[src/rtl/exu_csr_pkg.sv]
// rtl/exu_csr_pkg.sv - shared types and helpers for the CSR execute unit
// Contents: csr_op_e operation encoding, csr_entry_t result-queue entry,
//           entry field widths and the CSR read-modify-write helper.
package exu_csr_pkg;

  localparam int CSR_OP_W       = 2;
  localparam int ENT_DATA_W     = 32;
  localparam int ENT_CSR_ADDR_W = 12;
  localparam int ENT_REG_ADDR_W = 5;
  localparam int ENT_ID_W       = 4;

  typedef enum logic [CSR_OP_W-1:0] {
    CSR_NONE = 2'd0,
    CSR_RW   = 2'd1,
    CSR_RS   = 2'd2,
    CSR_RC   = 2'd3
  } csr_op_e;

  typedef struct packed {
    logic                      csr_we;
    logic [ENT_CSR_ADDR_W-1:0] csr_waddr;
    logic [ENT_DATA_W-1:0]     csr_wdata;
    logic                      reg_we;
    logic [ENT_REG_ADDR_W-1:0] reg_waddr;
    logic [ENT_DATA_W-1:0]     reg_wdata;
    logic [ENT_ID_W-1:0]       commit_id;
  } csr_entry_t;

  // New CSR value from the old value and the operand.
  function automatic logic [ENT_DATA_W-1:0] csr_alu(
    input csr_op_e               op,
    input logic [ENT_DATA_W-1:0] old_val,
    input logic [ENT_DATA_W-1:0] op1
  );
    case (op)
      CSR_RS:  csr_alu = old_val | op1;
      CSR_RC:  csr_alu = old_val & ~op1;
      default: csr_alu = op1;
    endcase
  endfunction

endpackage

[src/rtl/csr_fwd_fifo.sv]
// rtl/csr_fwd_fifo.sv - in-order result FIFO exposing every slot for forwarding
// Ports: clk/rst (sync, active-high); push_i/entry_i enqueue; pop_i dequeue head;
//        head_o oldest entry; entries_o/valid_o raw slots and occupancy mask;
//        count_o number of entries; rd_ptr_o slot index of the oldest entry.
module csr_fwd_fifo
  import exu_csr_pkg::*;
#(
  parameter int DEPTH = 2,
  parameter int CNT_W = $clog2(DEPTH + 1),
  parameter int PTR_W = (DEPTH > 1) ? $clog2(DEPTH) : 1
) (
  input  logic             clk,
  input  logic             rst,
  input  logic             push_i,
  input  csr_entry_t       entry_i,
  input  logic             pop_i,
  output csr_entry_t       head_o,
  output csr_entry_t       entries_o [DEPTH],
  output logic [DEPTH-1:0] valid_o,
  output logic [CNT_W-1:0] count_o,
  output logic [PTR_W-1:0] rd_ptr_o
);

  csr_entry_t       mem_q [DEPTH];
  logic [DEPTH-1:0] vld_q;
  logic [PTR_W-1:0] wr_ptr_q, rd_ptr_q;
  logic [CNT_W-1:0] cnt_q;

  function automatic logic [PTR_W-1:0] ptr_inc(input logic [PTR_W-1:0] p);
    ptr_inc = (p == PTR_W'(DEPTH - 1)) ? '0 : p + 1'b1;
  endfunction

  // Payload carries no reset; vld_q alone defines which slots are live.
  always_ff @(posedge clk) begin
    if (push_i) mem_q[wr_ptr_q] <= entry_i;
  end

  always_ff @(posedge clk) begin
    if (rst) begin
      vld_q    <= '0;
      wr_ptr_q <= '0;
      rd_ptr_q <= '0;
      cnt_q    <= '0;
    end else begin
      // Pop clears before push sets so a full-queue refill of the same slot stays valid.
      if (pop_i) begin
        vld_q[rd_ptr_q] <= 1'b0;
        rd_ptr_q        <= ptr_inc(rd_ptr_q);
      end
      if (push_i) begin
        vld_q[wr_ptr_q] <= 1'b1;
        wr_ptr_q        <= ptr_inc(wr_ptr_q);
      end
      case ({push_i, pop_i})
        2'b10:   cnt_q <= cnt_q + 1'b1;
        2'b01:   cnt_q <= cnt_q - 1'b1;
        default: cnt_q <= cnt_q;
      endcase
    end
  end

  assign head_o    = mem_q[rd_ptr_q];
  assign entries_o = mem_q;
  assign valid_o   = vld_q;
  assign count_o   = cnt_q;
  assign rd_ptr_o  = rd_ptr_q;

endmodule

[src/rtl/exu_csr_pipe.sv]
// rtl/exu_csr_pipe.sv - CSR execute unit with forwarding result queue toward writeback
// Ports: dispatch side req_valid_i/req_ready_o/csr_stall_o with op, operand, CSR read
//        data, rd and commit ID; int_assert_i squashes the offered op; writeback side
//        wb_valid_o/wb_ready_i with head CSR/GPR write fields; occupancy_o queue fill.
module exu_csr_pipe
  import exu_csr_pkg::*;
#(
  parameter int DATA_W     = ENT_DATA_W,
  parameter int CSR_ADDR_W = ENT_CSR_ADDR_W,
  parameter int REG_ADDR_W = ENT_REG_ADDR_W,
  parameter int ID_W       = ENT_ID_W,
  parameter int DEPTH      = 2,
  parameter int CNT_W      = $clog2(DEPTH + 1)
) (
  input  logic                  clk,
  input  logic                  rst,
  input  logic                  req_valid_i,
  output logic                  req_ready_o,
  input  csr_op_e               csr_op_i,
  input  logic [DATA_W-1:0]     op1_i,
  input  logic                  op1_zero_i,
  input  logic [CSR_ADDR_W-1:0] csr_addr_i,
  input  logic [DATA_W-1:0]     csr_rdata_i,
  input  logic                  reg_we_i,
  input  logic [REG_ADDR_W-1:0] reg_waddr_i,
  input  logic [ID_W-1:0]       commit_id_i,
  input  logic                  int_assert_i,
  output logic                  csr_stall_o,
  output logic                  wb_valid_o,
  input  logic                  wb_ready_i,
  output logic                  csr_we_o,
  output logic [CSR_ADDR_W-1:0] csr_waddr_o,
  output logic [DATA_W-1:0]     csr_wdata_o,
  output logic                  reg_we_o,
  output logic [REG_ADDR_W-1:0] reg_waddr_o,
  output logic [DATA_W-1:0]     reg_wdata_o,
  output logic [ID_W-1:0]       commit_id_o,
  output logic [CNT_W-1:0]      occupancy_o
);

  localparam int PTR_W = (DEPTH > 1) ? $clog2(DEPTH) : 1;

  csr_entry_t       entries [DEPTH];
  csr_entry_t       head, new_entry;
  logic [DEPTH-1:0] vld;
  logic [CNT_W-1:0] count;
  logic [PTR_W-1:0] rd_ptr;
  logic [DATA_W-1:0] old_val;
  logic             deq, acc;

  assign wb_valid_o  = (count != '0);
  assign deq         = wb_valid_o & wb_ready_i;
  assign req_ready_o = (count < CNT_W'(DEPTH)) | deq;
  assign csr_stall_o = req_valid_i & ~req_ready_o;
  assign acc         = req_valid_i & req_ready_o & ~int_assert_i & (csr_op_i != CSR_NONE);

  // Walk oldest to youngest so the last hit is the youngest pending write.
  // The head is still valid during its dequeue cycle, so it keeps forwarding.
  always_comb begin
    int slot;
    old_val = csr_rdata_i;
    for (int k = 0; k < DEPTH; k++) begin
      slot = int'(rd_ptr) + k;
      if (slot >= DEPTH) slot = slot - DEPTH;
      if (vld[PTR_W'(slot)] && entries[PTR_W'(slot)].csr_we &&
          entries[PTR_W'(slot)].csr_waddr == csr_addr_i)
        old_val = entries[PTR_W'(slot)].csr_wdata;
    end
  end

  always_comb begin
    new_entry           = '0;
    // Set/clear with a zero operand is a pure read and must not write the CSR.
    new_entry.csr_we    = (csr_op_i == CSR_RW) | ~op1_zero_i;
    new_entry.csr_waddr = csr_addr_i;
    new_entry.csr_wdata = csr_alu(csr_op_i, old_val, op1_i);
    new_entry.reg_we    = reg_we_i;
    new_entry.reg_waddr = reg_waddr_i;
    new_entry.reg_wdata = old_val;
    new_entry.commit_id = commit_id_i;
  end

  csr_fwd_fifo #(
    .DEPTH (DEPTH),
    .CNT_W (CNT_W),
    .PTR_W (PTR_W)
  ) u_fifo (
    .clk       (clk),
    .rst       (rst),
    .push_i    (acc),
    .entry_i   (new_entry),
    .pop_i     (deq),
    .head_o    (head),
    .entries_o (entries),
    .valid_o   (vld),
    .count_o   (count),
    .rd_ptr_o  (rd_ptr)
  );

  // Head fields are forced to zero while the queue is empty.
  assign csr_we_o    = wb_valid_o & head.csr_we;
  assign csr_waddr_o = wb_valid_o ? head.csr_waddr : '0;
  assign csr_wdata_o = wb_valid_o ? head.csr_wdata : '0;
  assign reg_we_o    = wb_valid_o & head.reg_we;
  assign reg_waddr_o = wb_valid_o ? head.reg_waddr : '0;
  assign reg_wdata_o = wb_valid_o ? head.reg_wdata : '0;
  assign commit_id_o = wb_valid_o ? head.commit_id : '0;
  assign occupancy_o = count;

endmodule

[config.mk]
export PLATFORM = sky130hd
export DESIGN_NAME = exu_csr_pipe
export DESIGN_NICKNAME = d
export VERILOG_FILES = /design/src/rtl/exu_csr_pkg.sv /design/src/rtl/csr_fwd_fifo.sv /design/src/rtl/exu_csr_pipe.sv
export SDC_FILE = /design/constraint.sdc
export NUM_CORES = 1
export LEC_CHECK = 0
export BUFFER_PORTS_ARGS = -buffer_cell sky130_fd_sc_hd__buf_2
export CAP_MARGIN = 20
export CORE_MARGIN = 10
export CORE_UTILIZATION = 54
export CTS_CLUSTER_DIAMETER = 60
export DETAILED_ROUTE_END_ITERATION = 8
export PLACE_DENSITY = 0.8
export RECOVER_POWER = 100
export SLEW_MARGIN = 40
export SYNTH_ARGS = -nofsm -noshare
export SYNTH_HDL_FRONTEND = slang
export SYNTH_SLANG_ARGS = --single-unit
[constraint.sdc]
create_clock -name clk -period 8 [get_ports clk]
set_clock_uncertainty 0.15 [all_clocks]
set_input_delay 2 -clock clk [delete_from_list [all_inputs] [get_ports clk]]
set_output_delay 2 -clock clk [all_outputs]
set_load 0.05 [all_outputs]
Word level (Yosys, flattened, before mapping)
Cells that the tools add are included.
{"block": "totals", "ram_bits": 0, "output_inout_bits": 92, "inputBits": 94, "elab_cells": 112, "n_memories": 0, "rom_bits": 0, "register_bits": 180, "latch_bits": 0}
{"block": "classes", "addsub": 7, "shift": 0, "magnitude_cmp": 14, "reduce_logical": 10, "div_mod_pow": 0, "mux": 34, "n_bitwise": 22, "n_eq_ne": 7, "multipliers": 0}
{"operator": "$mux W87", "n": 8}
{"operator": "$bwmux W174", "n": 1}
{"operator": "$mux W32", "n": 4}
{"operator": "$demux W87 S1", "n": 1}
{"operator": "$pmux W32 S2", "n": 1}
{"operator": "$and A32 B32 Y32", "n": 1}
{"operator": "$not A32 Y32", "n": 1}
{"operator": "$or A32 B32 Y32", "n": 1}
{"operator": "$eq A12 B12 Y1", "n": 2}
{"operator": "$mux W12", "n": 1}
{"operator": "$mux W1", "n": 10}
{"operator": "$and A1 B1 Y1", "n": 7}
{"operator": "$logic_and A1 B1 Y1", "n": 7}
{"operator": "$eq A2 B2 Y1 const B", "n": 3}
{"operator": "$ge A1 B2 Y1 const B", "n": 3}
{"operator": "$ge A2 B2 Y1 const B", "n": 3}
{"operator": "$lt A1 B3 Y1 const B", "n": 2}
{"operator": "$mux W2", "n": 3}
{"operator": "$reduce_bool A2 Y1", "n": 3}
{"operator": "$mux W5", "n": 1}
{"operator": "$not A1 Y1", "n": 5}
{"operator": "$eq A2 B1 Y1 const B", "n": 2}
{"operator": "$lt A1 B2 Y1 const B", "n": 2}
{"operator": "$mux W4", "n": 1}
{"operator": "other kinds (15)", "n": 21}

Depth between registers and ports, before layout
Gate-level depths: netlist of the first run.
{"block": "depth", "ltp_word": 13, "depth_mapped": 8, "mapped_depth_nobuf": 8}

Modules after synthesis
A second synthesis of the first run with hierarchy kept.
{"block": "unflattened", "cells_unflattened": 527, "hier_area_um2": 8373.0}
{"mod": "csr_fwd_fifo", "seq_area_each_um2": 5345.1, "cells_each": 297, "area_each_um2": 6551.3, "instances": 1}
{"mod": "exu_csr_pipe", "seq_area_each_um2": 0.0, "cells_each": 230, "area_each_um2": 1821.7, "instances": 1}

Worst setup path after synthesis of the first run
Ideal clock, no wire load.
{"block": "synth_timing", "kind": "input to register", "start": "input port wb_ready_i", "end": "register u_fifo.mem_q, in the netlist u_fifo.entries_o[0], enable pin", "t_required_ps": 7395, "arrival_time_ps": 4413, "path_slack_ps": 2982, "setup_time_ps": 455, "n_path_buf": 0, "cell_stages": 4, "cell_sequence": "nor2b_1 nor3b_1 o21a_1 and2_1"}
{"block": "synth_between", "elab_chain_len": 5}
{"item": "start: declaration", "line_no": "exu_csr_pipe.sv:30", "text": "input logic wb_ready_i,"}
{"item": "$and A1 B1 Y1", "line_no": "exu_csr_pipe.sv:52", "text": "assign deq = wb_valid_o & wb_ready_i;"}
{"item": "$or A1 B1 Y1", "line_no": "exu_csr_pipe.sv:53", "text": "assign req_ready_o = (count < CNT_W'(DEPTH)) | deq;"}
{"item": "$and A1 B1 Y1 (3 in a row)", "line_no": "exu_csr_pipe.sv:55", "text": "assign acc = req_valid_i & req_ready_o & ~int_assert_i & (csr_op_i != CSR_NONE);"}
{"item": "end signal: indexed assignment", "line_no": "csr_fwd_fifo.sv:35", "text": "if (push_i) mem_q[wr_ptr_q] <= entry_i;"}
{"item": "end: declaration", "line_no": "csr_fwd_fifo.sv:24", "text": "csr_entry_t mem_q [DEPTH];"}
Every way passes these cells.
A chain may end at the register's enable or synchronous reset.

Worst setup path in the final report of the first run
{"block": "layout_timing", "start": "register u_fifo.cnt_q[1] (netlist: u_fifo.count_o[1])", "end": "output port csr_wdata_o[1]"}
{"block": "layout_between", "elab_chain_len": 2}
{"item": "start: declaration", "line_no": "csr_fwd_fifo.sv:27", "text": "logic [CNT_W-1:0] cnt_q;"}
{"item": "start signal: assignment", "line_no": "csr_fwd_fifo.sv:55", "text": "2'b10: cnt_q <= cnt_q + 1'b1;"}
{"item": "start signal: assignment", "line_no": "csr_fwd_fifo.sv:56", "text": "2'b01: cnt_q <= cnt_q - 1'b1;"}
{"item": "start signal: assignment", "line_no": "csr_fwd_fifo.sv:57", "text": "default: cnt_q <= cnt_q;"}
{"item": "$reduce_bool A2 Y1", "line_no": "exu_csr_pipe.sv:51", "text": "assign wb_valid_o = (count != '0);"}
{"item": "$mux W32", "line_no": "exu_csr_pipe.sv:103", "text": "assign csr_wdata_o = wb_valid_o ? head.csr_wdata : '0;"}
{"item": "end: declaration", "line_no": "exu_csr_pipe.sv:33", "text": "output logic [DATA_W-1:0] csr_wdata_o,"}
Every way passes these cells.

==> results of run 1 <==
worst max path at each step:
stage	cells past startpoint	endpoint	from
after global routing	4	reg_wdata_o[2]	u_fifo.count_o[1]
final	4	csr_wdata_o[1]	u_fifo.count_o[1]
after floorplan	4	u_fifo.entries_o[0]	wb_ready_i
after global placement	4	csr_stall_o	wb_ready_i
after CTS	4	csr_stall_o	wb_ready_i
after detailed placement	4	csr_stall_o	wb_ready_i
state kept, by name (all words and copies together), names as in the netlist:
signal / flops
u_fifo.wr_ptr_q: 1
u_fifo.entries_o: 174
u_fifo.count_o: 2
u_fifo.rd_ptr_o: 1
u_fifo.valid_o: 1
power groups by stage:
stage | registers [mW] | logic (mW) | clock network [mW]
floorplan | 1.12 | 0.819 | 0
global placement | 1.15 | 1.04 | 0
detailed placement | 1.13 | 1.10 | 0
CTS | 1.11 | 1.10 | 0.856
global route | 1.11 | 1.11 | 0.897
finish | 1.11 | 1.05 | 0.840
synthesized netlist by cell type (2+ instances only):
| master | count |
|---|---|
| a21oi_1 | 3 |
| a22o_1 | 32 |
| and2_1 | 2 |
| buf_1 | 10 |
| buf_12 | 3 |
| clkbuf_1 | 14 |
| dfxtp_1 | 5 |
| edfxtp_1 | 174 |
| inv_1 | 6 |
| mux2_2 | 2 |
| mux2_4 | 30 |
| mux2i_1 | 87 |
| nand2_1 | 3 |
| nand3_1 | 2 |
| nand4_1 | 2 |
| nor2_1 | 90 |
| nor2b_1 | 33 |
| o21ai_0 | 3 |
| xnor2_1 | 14 |
area by class of cell:
type	count	share of cell area
flip-flops and latches	179	0.568
multi-input cells	310	0.247
repair buffers	192	0.0928
clock buffers	17	0.0454
well taps	184	0.0245
clock inverters	15	0.0195
inverters	6	0.00253
per-layer routing:
layer	share of wire	vias up
met1	0.41	2448
met5	0	-
met3	0.062	21
met2	0.51	169
li1	-	2316
met4	0.018	0
per-stage QoR:
stage,hold slack [ns],cells,cell area [sq um],utilization,total power [mW]
2_1_floorplan,0.284,524,7940,-,1.93
3_3_place_gp,0.303,869,8980,0.620,2.19
3_5_place_dp,0.340,871,9030,0.624,2.22
4_1_cts,0.349,903,9640,0.666,3.06
5_1_grt,0.378,903,9380,0.648,3.12
6_report,0.351,903,9380,0.648,2.99
worst max-delay path: cells and delay by family, from the launching register on:
family        cells  cell delay, ns
simple gates      2            0.68
flops             1            0.38
buf+inv           2            2.10
cells by family after synthesis:
logic type	share of synthesized area
compound gates	0.0400
simple gates	0.0783
xor+xnor	0.0165
flops	0.671
fa+ha+maj	0.00158
mux	0.169
buf+inv	0.0238
==> metrics.log, run 1 <==
[metrics] ordered cell list for the critical path: nor2_4 -> clkbuf_1 -> nor2_1 -> clkbuf_1
[metrics] Min-Delay Endpoint: u_fifo.valid_o[0]
[metrics] worst skew pair latency: 0.42 ns
[metrics] Synth area leader: edfxtp_1
[metrics] starting density of the core: 0.548
[metrics] number of top-level pins: 186
[metrics] maximum clock insertion buffer count: 2
[metrics] share of flip-flops with an asynchronous set or reset: 0
[metrics] net count of the finished layout: 801
[metrics] Detailed Route Iter0 Violations: 279
[metrics] power share of the sequential group: 0.369
[metrics] H-tree levels: 4
[metrics] DIE HEIGHT: 141 microns
[metrics] Die Outline Area: 20000 sq um
[metrics] Post-Place Setup Slack: 3.18 ns
[metrics] first-pass GRT wire length: 28700 microns
[metrics] unrepaired setup endpoints after global routing: no
[metrics] failing checks: max-capacitance violations, max-slew violations
[metrics] most common cell after layout, fill and taps aside: edfxtp_1
[metrics] setup TNS: 0 ns
[metrics] cell at the root of the clock tree: clkbuf_16
[metrics] worst hold path type: reg2reg
[metrics] input/output buffers: 185
[metrics] CP dominant cell by count: clkbuf_1
[metrics] R2R cell count: 8
[metrics] start point of the worst min-delay path: u_fifo.valid_o[0]
[metrics] final hold violations: 0
[metrics] # setup viols final: 0
[metrics] Pre-antenna DRT Iters: 4
[metrics] ranking of synthesized cells by area: edfxtp_1 (66%), mux2i_1 (11%), mux2_4 (5.7%)
[metrics] met1 Track Usage GR: 0.218
[metrics] delay of the slowest critical-path stage: 1.71 ns
[metrics] growth of design area from synthesis to finish: 18.1%
[metrics] pin count of the biggest net entering global routing: 52
[metrics] Post-CTS Setup Inserts: 0
[metrics] clock net sink count: 179
[metrics] syn nets: 619
[metrics] number of distinct library cells after synthesis: 28
[metrics] flip-flop and latch count after synthesis: 179
[metrics] routed wirelength normalized by instance count: 19.9 microns
[metrics] detailed-route vias per instance: 5.49
[metrics] post-detailed-routing wire length: 18000 microns
[metrics] detailed-route DRC error count: 0
[metrics] count of antenna-violating nets left after detailed routing: 0
[metrics] met2 routing resource usage after global routing: 0.301
[metrics] min Tclk post-route: 5.79 ns
[metrics] Cell Int Power: 1.80 mW
[metrics] GRT Residual Overflow: 0
[metrics] largest vdd supply drop: 0.000171 V
[metrics] critical path data required time: 5.85 ns
[metrics] critical path's slowest cell: clkbuf_1
[metrics] number of enable-type register cells in the synthesized netlist: 174
[metrics] kind of critical path: reg2out
[metrics] setup slack of the worst register-to-register path: 3.84 ns
[metrics] final setup slack of the worst path: 2.21 ns
[metrics] number of antenna violations at the first check in global routing: 0
[metrics] antenna diode count: 0
[metrics] switching power total: 1.19 mW
[metrics] kind of capture point of the worst setup path: primary output
[metrics] via count of the first global-routing pass: 5441
[metrics] post-cts hold buffer count: 0
[metrics] Lkg Pwr: 3.16 nW
[metrics] total core area: 14500 sq um
[metrics] Slew @ Worst Pin: 2.35 ns
[metrics] portion of synthesized cell area occupied by the leading cell type: 0.658
[metrics] count of instances resized after the clock tree is built: 0
[metrics] CTS tree: yes
[metrics] Fill cells: 1150
[metrics] Hold Path Depth: 2
[metrics] upper clock frequency limit: 173 MHz
[metrics] TritonCTS buffer count: 17
[metrics] sequential cell area: 5330 sq um
[metrics] clock-pin slew of the registers on the worst-case setup and hold paths: 0.06 ns
[metrics] mapped cell area: 7940 sq um
[metrics] Max FO, Critical Path: 51
[metrics] Top FF cell, synth: edfxtp_1
[metrics] worst r2r src: u_fifo.count_o[1]
[metrics] net switching fraction of the power: 0.398
[metrics] busiest metal layer after global routing: met2
[metrics] maximum capacitance violations: 4
[metrics] highest-count cells in the layout ignoring fill and taps: edfxtp_1 (174), clkbuf_1 (110), nor2_1 (89)
[metrics] relative contribution of combinational cells to total power: 0.350
[metrics] mean instance size in the synthesized netlist: 15.2 sq um
[metrics] via count of the routed design: 4954
[metrics] result of the run: finished with violations
[metrics] power per unit of standard cell area: 319 nW/um^2
[metrics] final RePlAce weighted congestion: 0.775
[metrics] startpoint class of the critical path: register
[metrics] gate count after technology mapping: 524
[metrics] worst relative slew slack: -0.565
[metrics] synth warn: 0
[metrics] arrival time reported for the critical path endpoint: 3.64 ns
[metrics] met3 Resource Use GR: 0.0524
[metrics] area of the multi-input gates: 2320 sq um
[metrics] capturing point of the worst reg2reg path: u_fifo.count_o[1]
[metrics] final worst-path cycle share: 0.724
[metrics] combined global-route utilization of all metal layers: 0.181
[metrics] clock group share of total power: 0.280
[metrics] number of rows created at floorplan: 44
[metrics] die boundary width: 141 microns
[metrics] final count of pins violating max slew: 165
[metrics] fraction of layout instances using a drive strength above 1: 0.163
[metrics] Detailed Place HPWL: 12200 microns
[metrics] sequential-to-total area share from yosys stat: 0.671
Power figures use the tool's default switching activity.
==> run 2: changes to the inputs <==
--- a/config.mk
+++ b/config.mk
@@ -5,6 +5,7 @@
 export SDC_FILE = /design/constraint.sdc
 export NUM_CORES = 1
 export LEC_CHECK = 0
+export ABC_AREA = 1
 export BUFFER_PORTS_ARGS = -buffer_cell sky130_fd_sc_hd__buf_2
 export CAP_MARGIN = 20
 export CORE_MARGIN = 10
==> constraint.sdc (replaced) <==
create_clock -name clk -period 5.8 [get_ports clk]
set_clock_uncertainty 0.15 [all_clocks]
set_input_delay 1.45 -clock clk [delete_from_list [all_inputs] [get_ports clk]]
set_output_delay 1.45 -clock clk [all_outputs]
set_load 0.05 [all_outputs]
==> run 2 against run 1 <==
  * The flow still finishes with violations (max-capacitance violations, max-slew violations)
  * Hold slack worse by 0.020 ns
  * Wire length rose by 21%
  * Final cell count grew 33%
  * Combinational power shrank 15%
  * Utilization grew 1.4 points
  * Global-route usage increased by 3.0 points
  * Critical endpoint is now csr_wdata_o[14]
==> metrics.log, run 2 <==
[metrics] Max FO, Critical Path: 23
[metrics] post-route worst hold slack: 0.331 ns
[metrics] flip-flop and latch count after synthesis: 179
[metrics] Detailed Place HPWL: 13900 microns
[metrics] Die Outline Area: 20500 sq um
[metrics] portion of synthesized cell area occupied by the leading cell type: 0.639
[metrics] detailed-route DRC error count: 0
[metrics] CP dominant cell by count: clkbuf_1
[metrics] worst r2r src: u_fifo.count_o[0]
[metrics] R2R cell count: 7
[metrics] Post-Place Setup Slack: 2.05 ns
[metrics] path length in cells of the critical path: 6
[metrics] buffers and inverters on the worst path: 3
[metrics] post-cts hold buffer count: 0
[metrics] final setup slack of the worst path: 0.921 ns
[metrics] met1 Track Usage GR: 0.248
[metrics] # setup viols final: 0
[metrics] gate count after technology mapping: 828
[metrics] GRT Residual Overflow: 0
[metrics] final count of pins violating max slew: 39
[metrics] mux cell area share after synthesis: 0
[metrics] number of placed cells counting well taps: 1165
[metrics] failing checks: max-capacitance violations, max-slew violations
[metrics] sequential-to-total area share from yosys stat: 0.651
[metrics] clock-pin slew of the registers on the worst-case setup and hold paths: 0.07 ns
[metrics] pin count of the biggest net entering global routing: 73
[metrics] relative contribution of combinational cells to total power: 0.252
[metrics] net switching fraction of the power: 0.349
[metrics] critical path data required time: 4.20 ns
[metrics] maximum clock insertion buffer count: 2
[metrics] arrival time reported for the critical path endpoint: 3.28 ns
[metrics] first-pass GRT wire length: 33400 microns
[metrics] setup TNS: 0 ns
[metrics] Detailed Route Iter0 Violations: 523
[metrics] clock net sink count: 179
[metrics] TritonCTS buffer count: 17
[metrics] leading cell type by number of instances after synthesis: nand2_1
[metrics] share of flip-flops with an asynchronous set or reset: 0
[metrics] Synth area leader: edfxtp_1
[metrics] startpoint class of the critical path: register
[metrics] Critical Path Source: u_fifo.count_o[0]
[metrics] clock group share of total power: 0.330
[metrics] highest-count cells in the layout ignoring fill and taps: nand2_1 (231), edfxtp_1 (174), buf_2 (98)
[metrics] ranking of synthesized cells by area: edfxtp_1 (64%), nand2_1 (11%), a21oi_1 (5.7%)
[metrics] maximum capacitance violations: 2
[metrics] xor/xnor share of the synthesized area: 0.00214
[metrics] input/output buffers: 185
[metrics] upper clock frequency limit: 205 MHz
[metrics] combinational family with the most area after synthesis: simple AND/OR/NAND/NOR gates
[metrics] Pre-antenna DRT Iters: 5
[metrics] fraction of layout instances using a drive strength above 1: 0.145
[metrics] H-tree levels: 4
[metrics] cell type group with the largest total delay on the critical path: buffers and inverters
[metrics] post-synthesis share of cell area spent on full adders, half adders and majority gates: 0.00153
[metrics] start point of the worst min-delay path: u_fifo.wr_ptr_q
[metrics] largest vdd supply drop: 0.000194 V
[metrics] critical path's slowest cell: clkbuf_1
[metrics] Top FF cell, synth: edfxtp_1
[metrics] number of rows created at floorplan: 44
[metrics] unrepaired setup endpoints after global routing: no
[metrics] met3 Resource Use GR: 0.0597
[metrics] via count of the first global-routing pass: 6507
[metrics] starting density of the core: 0.556
[metrics] syn nets: 923
[metrics] number of antenna violations at the first check in global routing: 2
[metrics] switching power total: 1.24 mW
[metrics] via count of the routed design: 6503
[metrics] count of antenna-violating nets left after detailed routing: 0
[metrics] mapped cell area: 8180 sq um
[metrics] Cell Int Power: 2.32 mW
[metrics] worst hold path type: reg2reg
[metrics] Slew @ Worst Pin: 1.88 ns
[metrics] worst skew pair latency: 0.43 ns
[metrics] simple logic cell fraction of the synthesized area: 0.193
[metrics] number of top-level pins: 186
[metrics] area post-placement: 9240 sq um
[metrics] post-detailed-routing wire length: 21800 microns
[metrics] final RePlAce weighted congestion: 0.809
[metrics] power share of the sequential group: 0.419
[metrics] final cell area excluding filler cells: 9720 sq um
[metrics] growth of design area from synthesis to finish: 18.9%
[metrics] worst relative slew slack: -0.261
[metrics] number of distinct library cells after synthesis: 20
[metrics] final worst-path cycle share: 0.841
[metrics] CTS tree: yes
[metrics] area fraction in compound gates after synthesis: 0.0847
[metrics] kind of critical path: reg2out
[metrics] ordered cell list for the critical path: inv_1 -> nand2_1 -> clkbuf_1 -> o21ai_0 -> a21oi_1 -> clkbuf_1
[metrics] mean instance size in the synthesized netlist: 9.88 sq um
[metrics] met2 routing resource usage after global routing: 0.362
[metrics] die boundary width: 143 microns
[metrics] number of standard cells in the layout, taps in and fillers out: 1199
[metrics] Lkg Pwr: 4.00 nW
[metrics] cell at the root of the clock tree: clkbuf_16
[metrics] most common cell after layout, fill and taps aside: nand2_1
[metrics] Hold Path Depth: 2
[metrics] Post-CTS Setup Inserts: 0
[metrics] kind of capture point of the worst setup path: primary output
[metrics] detailed-route vias per instance: 5.42
[metrics] total core area: 14700 sq um
[metrics] final hold violations: 0
[metrics] most used standard cells in the synthesized netlist: nand2_1 (230), edfxtp_1 (174), a21oi_1 (93)
[metrics] net count of the finished layout: 1095
[metrics] combined global-route utilization of all metal layers: 0.211
[metrics] synth warn: 0
[metrics] number of enable-type register cells in the synthesized netlist: 174
[metrics] DIE HEIGHT: 143 microns
[metrics] Largest register FFs: 174
[metrics] min Tclk post-route: 4.88 ns
[metrics] busiest metal layer after global routing: met2
[metrics] power per unit of standard cell area: 367 nW/um^2
[metrics] delay of the slowest critical-path stage: 0.91 ns
[metrics] result of the run: finished with violations
[metrics] routed wirelength normalized by instance count: 18.2 microns
[metrics] count of instances resized after the clock tree is built: 0
==> run 2: cell count changes after synthesis, moves of 33 or more <==
cell	change
a21oi_1	+90
inv_1	+85
mux2i_1	-87
nand2_1	+227
nand3_1	+64
nor2_1	-49
nor2b_1	-33
o21ai_0	+41
==> run 2: power by group through the flow <==
stage | clock [mW] | combinational [mW] | sequential [mW]
final | 1.17 | 0.897 | 1.49
after global routing | 1.24 | 0.958 | 1.50
after floorplan | 0 | 0.660 | 1.53
after global placement | 0 | 0.910 | 1.52
after detailed placement | 0 | 0.922 | 1.52
after CTS | 1.19 | 0.927 | 1.49
==> run 2: worst paths after layout <==
kind | end | slack (ns)
max | csr_wdata_o[14] | 0.92
min | u_fifo.wr_ptr_q | 0.33
max reg2reg | u_fifo.entries_o[138] | 1.26
min reg2reg | u_fifo.wr_ptr_q | 0.33
==> run 2: metrics by stage <==
| step | util | power (mW) |
|---|---|---|
| 2_1_floorplan | - | 2.19 |
| 3_3_place_gp | 0.628 | 2.43 |
| 3_5_place_dp | 0.629 | 2.44 |
| 4_1_cts | 0.670 | 3.60 |
| 5_1_grt | 0.661 | 3.69 |
| 6_report | 0.661 | 3.57 |
==> run 2: per-layer routing <==
layer  up-vias  part of all wire
li1       3114                 -
met5         -                 0
met3        35             0.096
met2       322              0.49
met1      3032              0.40
met4         0             0.019
==> run 2: logic make-up after synthesis <==
family / count (synthesis)
AO/OA/AOI/OAI: 138
XOR/XNOR: 2
adder cells (fa/ha/maj): 1
buffers and inverters: 136
flip-flops: 179
AND/OR/NAND/NOR: 372
==> run 2: layout make-up <==
type | count | area (sq um)
antenna | 2 | 5.00
clock buffer | 17 | 425
clock inverter | 15 | 180
fill | 1212 | 4980
inverter | 93 | 355
multi-input combinational | 513 | 2300
sequential | 179 | 5330
tap | 184 | 230
timing repair buffer | 196 | 902
==> run 2: tightest hold or removal path, stage by stage, from the launching register on <==
cell and delay [ns]:
dfxtp_1 0.32, nand2_1 0.07, a21oi_1 0.05
==> run 3: changes to the inputs <==
==> constraint.sdc (replaced) <==
create_clock -name clk -period 5 [get_ports clk]
set_clock_uncertainty 0.15 [all_clocks]
set_input_delay 1.25 -clock clk [delete_from_list [all_inputs] [get_ports clk]]
set_output_delay 1.25 -clock clk [all_outputs]
set_load 0.05 [all_outputs]
==> run 3 against run 2 <==
  * The flow still finishes with violations (max-capacitance violations, max-slew violations)
  * Die area is the same
  * Via count shrank 3.1%
  * Critical endpoint is now reg_wdata_o[20]
  * Non-clock buffer count fell by 1
  * Highest routed layer unchanged
  * Utilization shrank 0.97 points
==> metrics.log, run 3 (synthesized netlist as in run 2, its figures left out) <==
[metrics] detailed-route DRC error count: 0
[metrics] unrepaired setup endpoints after global routing: no
[metrics] via count of the routed design: 6300
[metrics] cell at the root of the clock tree: clkbuf_16
[metrics] clock net sink count: 179
[metrics] H-tree levels: 4
[metrics] Critical Path Source: u_fifo.count_o[0]
[metrics] number of placed cells counting well taps: 1164
[metrics] Detailed Place HPWL: 13500 microns
[metrics] growth of design area from synthesis to finish: 17.1%
[metrics] worst skew pair latency: 0.43 ns
[metrics] Die Outline Area: 20500 sq um
[metrics] total power draw: 3.89 mW
[metrics] Lkg Pwr: 3.88 nW
[metrics] setup TNS: 0 ns
[metrics] detailed-route vias per instance: 5.26
[metrics] ordered cell list for the critical path: inv_1 -> nand2_1 -> inv_2 -> a21oi_1 -> clkbuf_1
[metrics] number of top-level pins: 186
[metrics] final worst-path cycle share: 0.842
[metrics] TritonCTS buffer count: 17
[metrics] start point of the worst min-delay path: u_fifo.valid_o[0]
[metrics] final count of pins violating max slew: 31
[metrics] Post-CTS Setup Inserts: 0
[metrics] post-detailed-routing wire length: 20700 microns
[metrics] kind of capture point of the worst setup path: primary output
[metrics] arrival time reported for the critical path endpoint: 2.81 ns
[metrics] sequential cell area: 5330 sq um
[metrics] input/output buffers: 185
[metrics] startpoint class of the critical path: register
[metrics] worst hold path type: reg2reg
[metrics] critical path data required time: 3.60 ns
[metrics] Max FO, Critical Path: 47
[metrics] final setup slack of the worst path: 0.788 ns
[metrics] routed wirelength normalized by instance count: 17.3 microns
[metrics] Slew @ Worst Pin: 1.52 ns
[metrics] GRT Residual Overflow: 0
[metrics] DIE HEIGHT: 143 microns
[metrics] post-cts hold buffer count: 0
[metrics] count of instances resized after the clock tree is built: 0
[metrics] maximum clock insertion buffer count: 2
[metrics] clock-pin slew of the registers on the worst-case setup and hold paths: 0.06 ns
[metrics] die boundary width: 143 microns
[metrics] number of rows created at floorplan: 44
[metrics] total core area: 14700 sq um
[metrics] CTS tree: yes
[metrics] # setup viols final: 0
[metrics] R2R cell count: 7
[metrics] critical path's slowest cell: inv_2
[metrics] worst relative slew slack: -0.0166
[metrics] pin count of the biggest net entering global routing: 116
[metrics] Post-Place Setup Slack: 1.46 ns
[metrics] first-pass GRT wire length: 31600 microns
[metrics] maximum capacitance violations: 1
[metrics] highest-count cells in the layout ignoring fill and taps: nand2_1 (231), edfxtp_1 (174), clkbuf_1 (112)
[metrics] worst r2r src: u_fifo.count_o[0]
[metrics] result of the run: finished with violations
[metrics] starting density of the core: 0.556
[metrics] via count of the first global-routing pass: 6284
[metrics] kind of critical path: reg2out
[metrics] area of the multi-input gates: 2300 sq um
[metrics] number of antenna violations at the first check in global routing: 2
[metrics] largest vdd supply drop: 0.000252 V
[metrics] fraction of layout instances using a drive strength above 1: 0.117
[metrics] final RePlAce weighted congestion: 0.818
[metrics] number of standard cells in the layout, taps in and fillers out: 1197
[metrics] Hold Path Depth: 2
[metrics] Pre-antenna DRT Iters: 5
[metrics] upper clock frequency limit: 237 MHz
[metrics] final hold violations: 0
[metrics] Detailed Route Iter0 Violations: 538
[metrics] power per unit of standard cell area: 406 nW/um^2
[metrics] failing checks: max-capacitance violations, max-slew violations
[metrics] min Tclk post-route: 4.21 ns
[metrics] delay of the slowest critical-path stage: 0.55 ns
[metrics] most common cell after layout, fill and taps aside: nand2_1
[metrics] count of antenna-violating nets left after detailed routing: 0
[metrics] Largest register FFs: 174
[metrics] Fill cells: 1234
[metrics] net count of the finished layout: 1094
[metrics] combined global-route utilization of all metal layers: 0.199
run 3: area by class of cell:
class | count | share of cell area
flip-flops and latches | 179 | 0.556
clock inverters | 8 | 0.00405
diodes | 2 | 0.000522
inverters | 93 | 0.0371
well taps | 184 | 0.0240
repair buffers | 195 | 0.0917
multi-input cells | 513 | 0.240
clock buffers | 23 | 0.0468
run 3: critical path, delay by kind of cell, from the launching register on:
| kind | cells | cell delay [ns] |
|---|---|---|
| flops | 1 | 0.36 |
| simple gates | 1 | 0.53 |
| compound gates | 1 | 0.35 |
| buf+inv | 3 | 1.13 |
run 3: worst paths after layout:
path                                             end  slack [ns]
worst max-delay path                 reg_wdata_o[20]        0.79
worst min register to register     u_fifo.valid_o[0]        0.32
worst min-delay path               u_fifo.valid_o[0]        0.32
worst max register to register  u_fifo.entries_o[60]        0.87
run 3: stage by stage:
stage                     utilization  cell area, sq um  hold WS (ns)
after floorplan                     -              8180         0.285
after global placement          0.629              9240         0.297
after detailed placement        0.629              9250         0.309
after CTS                       0.662              9730         0.318
after global routing            0.651              9570         0.334
final                           0.652              9580         0.321
run 3: power breakdown:
| group | leakage, nW | internal [mW] | switching, mW |
|---|---|---|---|
| Clock | 0.239 | 0.623 | 0.511 |
| Combinational | 2.01 | 0.182 | 0.842 |
| Sequential | 1.63 | 1.72 | 0.0168 |
| Total | 3.88 | 2.52 | 1.37 |
run 3: layer usage:
metal | up-vias | track usage | part of all wire
met2 | 254 | 0.331 | 0.48
met4 | 0 | 0.0684 | 0.012
met1 | 2922 | 0.240 | 0.41
met5 | - | 0 | 0
met3 | 22 | 0.0624 | 0.090
li1 | 3102 | - | -
